<file path="config.mk">
export PLATFORM = sky130hd
export DESIGN_NAME = updown_counter_p
export DESIGN_NICKNAME = d
export VERILOG_FILES = /design/src/rtl/updown_counter_p.sv
export SDC_FILE = /design/constraint.sdc
export NUM_CORES = 1
export LEC_CHECK = 0
export BUFFER_PORTS_ARGS = -buffer_cell sky130_fd_sc_hd__buf_4
export CORE_AREA = 2 2 39 41
export CTS_CLUSTER_DIAMETER = 40
export DETAILED_ROUTE_END_ITERATION = 12
export DIE_AREA = 0 0 41 43
export PLACE_DENSITY_LB_ADDON = 0.12
export SLEW_MARGIN = 20
export SYNTH_ARGS = -nofsm -noshare
export SYNTH_HDL_FRONTEND = slang
export SYNTH_SLANG_ARGS = --single-unit
</file>
<file path="constraint.sdc">
create_clock -name clk -period 2.9 [get_ports clk]
set_input_delay 0.29 -clock clk [delete_from_list [all_inputs] [get_ports clk]]
set_output_delay 0.29 -clock clk [all_outputs]
set_load 0.1 [all_outputs]
</file>
<file path="src/rtl/updown_counter_p.sv">
// updown_counter_p: parametrised up/down modulo counter.
//
// The counter counts over 0..MODULUS-1 in either direction. It has a synchronous load with
// clamping, a registered one-cycle terminal-count pulse on every wrap, and a sticky overflow
// flag.
//
// Optional feature macro: UPDN_COUNTER_SAT_EN
//   When defined, a `sat` input is present. With sat=1, an enabled step at the limit holds
//   the count, produces no tc pulse and sets ovf. When the macro is undefined there is no
//   sat port and the counter always wraps.
//
// Parameters
//   WIDTH    counter/data width in bits (>= 1)
//   MODULUS  count range is 0..MODULUS-1 (2 <= MODULUS <= 2**WIDTH)
//
// Ports
//   clk      rising-edge clock
//   rst      asynchronous active-low reset; clears cnt, tc and ovf
//   load     synchronous load of data, clamped to MODULUS-1 (beats en)
//   data     load value
//   en       count enable
//   up       direction: 1 = up, 0 = down
//   ovf_clr  clears the sticky ovf (a simultaneous wrap wins)
//   sat      saturate select (UPDN_COUNTER_SAT_EN only)
//   cnt      registered count
//   zero     combinational cnt == 0
//   tc       registered one-cycle wrap pulse, high while cnt shows the wrapped value
//   ovf      sticky wrap/saturation flag
module updown_counter_p #(
  parameter int unsigned WIDTH   = 5,
  parameter int unsigned MODULUS = 32
) (
  input  logic             clk,
  input  logic             rst,
  input  logic             load,
  input  logic [WIDTH-1:0] data,
  input  logic             en,
  input  logic             up,
  input  logic             ovf_clr,
`ifdef UPDN_COUNTER_SAT_EN
  input  logic             sat,
`endif
  output logic [WIDTH-1:0] cnt,
  output logic             zero,
  output logic             tc,
  output logic             ovf
);

  // Reject configurations whose range cannot be represented in WIDTH bits.
  if (WIDTH < 1 || MODULUS < 2 || longint'(MODULUS) > (longint'(1) << WIDTH)) begin : g_bad_cfg
    $error("updown_counter_p: illegal WIDTH/MODULUS combination");
  end

  localparam logic [WIDTH-1:0] MaxV = WIDTH'(MODULUS - 1);

  logic [WIDTH-1:0] cnt_q, cnt_d;
  logic             tc_q, tc_d;
  logic             ovf_q, ovf_d;

  logic             sat_mode;
  logic             at_limit;
  logic             limit_step;
  logic             wrap_ev;
  logic             sat_ev;

`ifdef UPDN_COUNTER_SAT_EN
  assign sat_mode = sat;
`else
  assign sat_mode = 1'b0;
`endif

  // Classify the step taken at this edge: a limit step either wraps or, in saturate
  // mode, is absorbed. Load suppresses both because it has priority over counting.
  always_comb begin
    at_limit   = up ? (cnt_q == MaxV) : (cnt_q == '0);
    limit_step = ~load & en & at_limit;
    wrap_ev    = limit_step & ~sat_mode;
    sat_ev     = limit_step & sat_mode;
  end

  always_comb begin
    cnt_d = cnt_q;
    if (load) begin
      cnt_d = (data > MaxV) ? MaxV : data;
    end else if (en) begin
      if (limit_step) begin
        // Saturated steps leave cnt_d at cnt_q.
        if (!sat_mode) begin
          cnt_d = up ? '0 : MaxV;
        end
      end else begin
        cnt_d = up ? (cnt_q + WIDTH'(1)) : (cnt_q - WIDTH'(1));
      end
    end
  end

  always_comb begin
    tc_d  = wrap_ev;
    ovf_d = ovf_q;
    if (wrap_ev || sat_ev) begin
      ovf_d = 1'b1;
    end else if (ovf_clr) begin
      ovf_d = 1'b0;
    end
  end

  always_ff @(posedge clk or negedge rst) begin
    if (!rst) begin
      cnt_q <= '0;
      tc_q  <= 1'b0;
      ovf_q <= 1'b0;
    end else begin
      cnt_q <= cnt_d;
      tc_q  <= tc_d;
      ovf_q <= ovf_d;
    end
  end

  assign cnt  = cnt_q;
  assign zero = (cnt_q == '0);
  assign tc   = tc_q;
  assign ovf  = ovf_q;

endmodule

</file>
==> key figures <==
Placed design
  • Routability cong.: 0.829
  • IO Port Bufs: 18
  • Dpl hpwl: 850 um
  • Dpl cell area: 657 um2

Clock tree
  • CTS Sinks: 7
  • Setup bufs post-CTS: 0
  • Bufs on Longest Clock Path: 2
  • Clk_lat worst skew: 0.25 ns
  • Root Buffer: clkbuf_4
  • CTS Buf Count: 3
  • CTS clock-pin slew for the worst setup and hold paths: 0.05 ns
  • H-tree depth: 1
  • CTS tree: done

Detailed routing
  • Drt wl/cell: 11.1 um
  • Vias per std cell: 5.13
  • Final ANT Viol Nets: 0
  • First drt pass iteration count: 4
  • Routed WL: 1.05 mm
  • M1 WL: 474 um
  • Vias: 487
  • Met2 wire len: 495 um
  • WL met3: 81 um
  • Highest metal used: met3
  • Drt drc: 0
  • Number of DRC markers in iteration 0: 8

Setup path
  • Critical path's slowest cell: or4_1
  • CP required: 2.61 ns
  • Worst Path Buf+Inv: 1
  • Critical Path Start Type: flop
  • Top delay family on crit path: simple AND/OR/NAND/NOR gates
  • Crit path capture type: primary output
  • Critical Path Fanout Max: 6
  • CP Class: reg -> out
  • R2R depth: 7
  • WP data arrival: 1.66 ns
  • CP Depth: 3
  • R2R Path Start: cnt[0]$_DFFE_PN0P_
  • CP peak stage delay: 0.58 ns
  • Crit-path cells: or4_1, nor2_2, buf_4
  • R2r setup slk: 1.05 ns
  • Endpoint of the worst register-to-register path: cnt[4]$_DFFE_PN0P_

Logic synthesis
  • Ys async rst share: 1.00
  • Synth warnings: 0
  • Cell Area, Synth: 508 um2
  • Ys flop type: dfrtp_1
  • Synthesized netlist cell count: 58
  • Syn avg cell area: 8.76 um2
  • Post-synth EDFFs: 0
  • Sequential element share of the synthesized area: 0.345
  • Register bit total from synthesis: 7
  • Synthesized net count: 73
  • Yosys cell types: 28

Die
  • DIE AREA: 1760 um2
  • Die Span X: 41 um
  • I/O pin cnt: 19
  • Row count: 14
  • Initial core utilization: 0.367
  • Core Area: 1380 um2
  • Die height: 43 um

GRT
  • Global-route wire length before repair: 1.76 mm
  • Total Routing Usage GR: 0.156
  • Vias in the first global route: 412
  • Antenna violations before repair: 0
  • Largest net degree at the start of global routing: 13
  • GRT Residual Overflow: 0

STA
  • Transition time of the tightest slew-check pin: 0.280 ns
  • Setup TNS: 0 ns
  • Final setup violating endpoints: 0
  • Hold WS: 0.249 ns
  • Max-Slew Margin vs Limit: 0.815
  • Fin. Hold Viols: 0
  • Tmin final: 1.95 ns
  • Fin Clk Skew: 0.00154 ns
  • Fin crit share: 0.674
  • RSZ-0062 raised after global routing: false
  • Slew Limit Fails: 0
  • Peak Freq: 512 MHz

Finish
  • Final Cell Area: 693 um2
  • Antenna cell count: 0
  • Core Util, Final: 0.501
  • Final #Nets: 95
  • Layout area overhead: 36.5%
  • Fill count: 153
  • Share of cells above drive strength 1: 0.316

Power
  • PwrDens: 596 nW/um2
  • Power Total: 413 uW
  • VDD IR-drop max: 0.264 mV
  • Leakage: 0.337 nW

Worst hold path
  • Min-delay worst type: in -> reg
  • WHS Path Cells: 3
  • Hold path startpoint: data[0]
  • Hold Path Sink: cnt[0]$_DFFE_PN0P_

Job
  • Max cap viols: 0

Outcome
  • Run status: finished, final reports clean
[routing by layer]
metal	up-vias	global-route usage
li1	248	-
met1	224	0.190
met2	15	0.209
met3	0	0.0942
met4	0	0.0800
met5	-	0
[worst max path at each step]
| stage | startpoint | end | slack (ns) |
|---|---|---|---|
| 2_1_floorplan | cnt[1]$_DFFE_PN0P_ | zero | 0.37 |
| 3_3_place_gp | cnt[0]$_DFFE_PN0P_ | cnt[4]$_DFFE_PN0P_ | 1.07 |
| 3_5_place_dp | cnt[0]$_DFFE_PN0P_ | cnt[4]$_DFFE_PN0P_ | 1.06 |
| 4_1_cts | cnt[0]$_DFFE_PN0P_ | zero | 0.94 |
| 5_1_grt | cnt[0]$_DFFE_PN0P_ | cnt[4]$_DFFE_PN0P_ | 0.87 |
| 6_report | cnt[0]$_DFFE_PN0P_ | zero | 0.95 |
[metrics by stage]
step	std cells	setup slack, ns
4_1_cts	95	0.943
5_1_grt	95	0.874
3_3_place_gp	90	1.07
3_5_place_dp	90	1.06
2_1_floorplan	58	0.373
6_report	95	0.945
[cell families (layout without fill, tap and decap cells)]
family | Yosys count | after routing | synth area share
buf+inv | 6 | 27 | 0.0468
compound gates | 18 | 18 | 0.214
flops | 7 | 7 | 0.345
xor+xnor | 4 | 4 | 0.0690
simple gates | 19 | 19 | 0.212
fa+ha+maj | 4 | 4 | 0.113
[sequential cells by signal, summed over array words and instances, names as in the netlist]
register	count
tc	1
ovf	1
cnt	5
[worst min-delay path, cell delays in order]
cell     delay, ns
buf_4         0.08
nand2_1       0.04
o21ai_0       0.05
[Yosys cell counts, types with 2 or more instances]
cell type,instances,area share
a21oi_1,5,0.049
dfrtp_1,7,0.34
ha_1,3,0.074
inv_1,4,0.030
nand2_1,3,0.022
nand2b_1,2,0.025
nand3_1,2,0.020
nor2_1,5,0.037
o211ai_1,3,0.044
o21ai_0,2,0.020
o21ai_1,3,0.030
xnor2_1,3,0.052
[what timing repair did]
item,CTS,global route
hold buffers,1,0
resized for setup,0,0
endpoints found under the hold margin,7,0
[layout by cell type, fill, tap and decap left out, drive strengths merged, types with 2 or more instances in the layout]
master  instances
a21o            2
nand2b          2
dfrtp           7
o21ai           5
ha              3
xnor2           3
buf            18
nand3           2
nor2            5
nand2           3
o211ai          3
inv             4
a21oi           5
clkbuf          4
[power breakdown]
| group | leakage, nW | internal [mW] | switching [mW] |
|---|---|---|---|
| clock network | 0.0150 | 0.0523 | 0.0333 |
| registers | 0.0875 | 0.108 | 0.0161 |
| logic | 0.235 | 0.0657 | 0.137 |
| total | 0.337 | 0.227 | 0.186 |
[final cells by class]
cell class	count	area, um2	share of cell area
multi-input combinational	45	312	0.449
sequential	7	175	0.253
timing repair buffer	19	145	0.209
clock buffer	4	26.3	0.0379
tap	16	20.0	0.0289
inverter	4	15.0	0.0217
(Power assumes the default switching activity.)
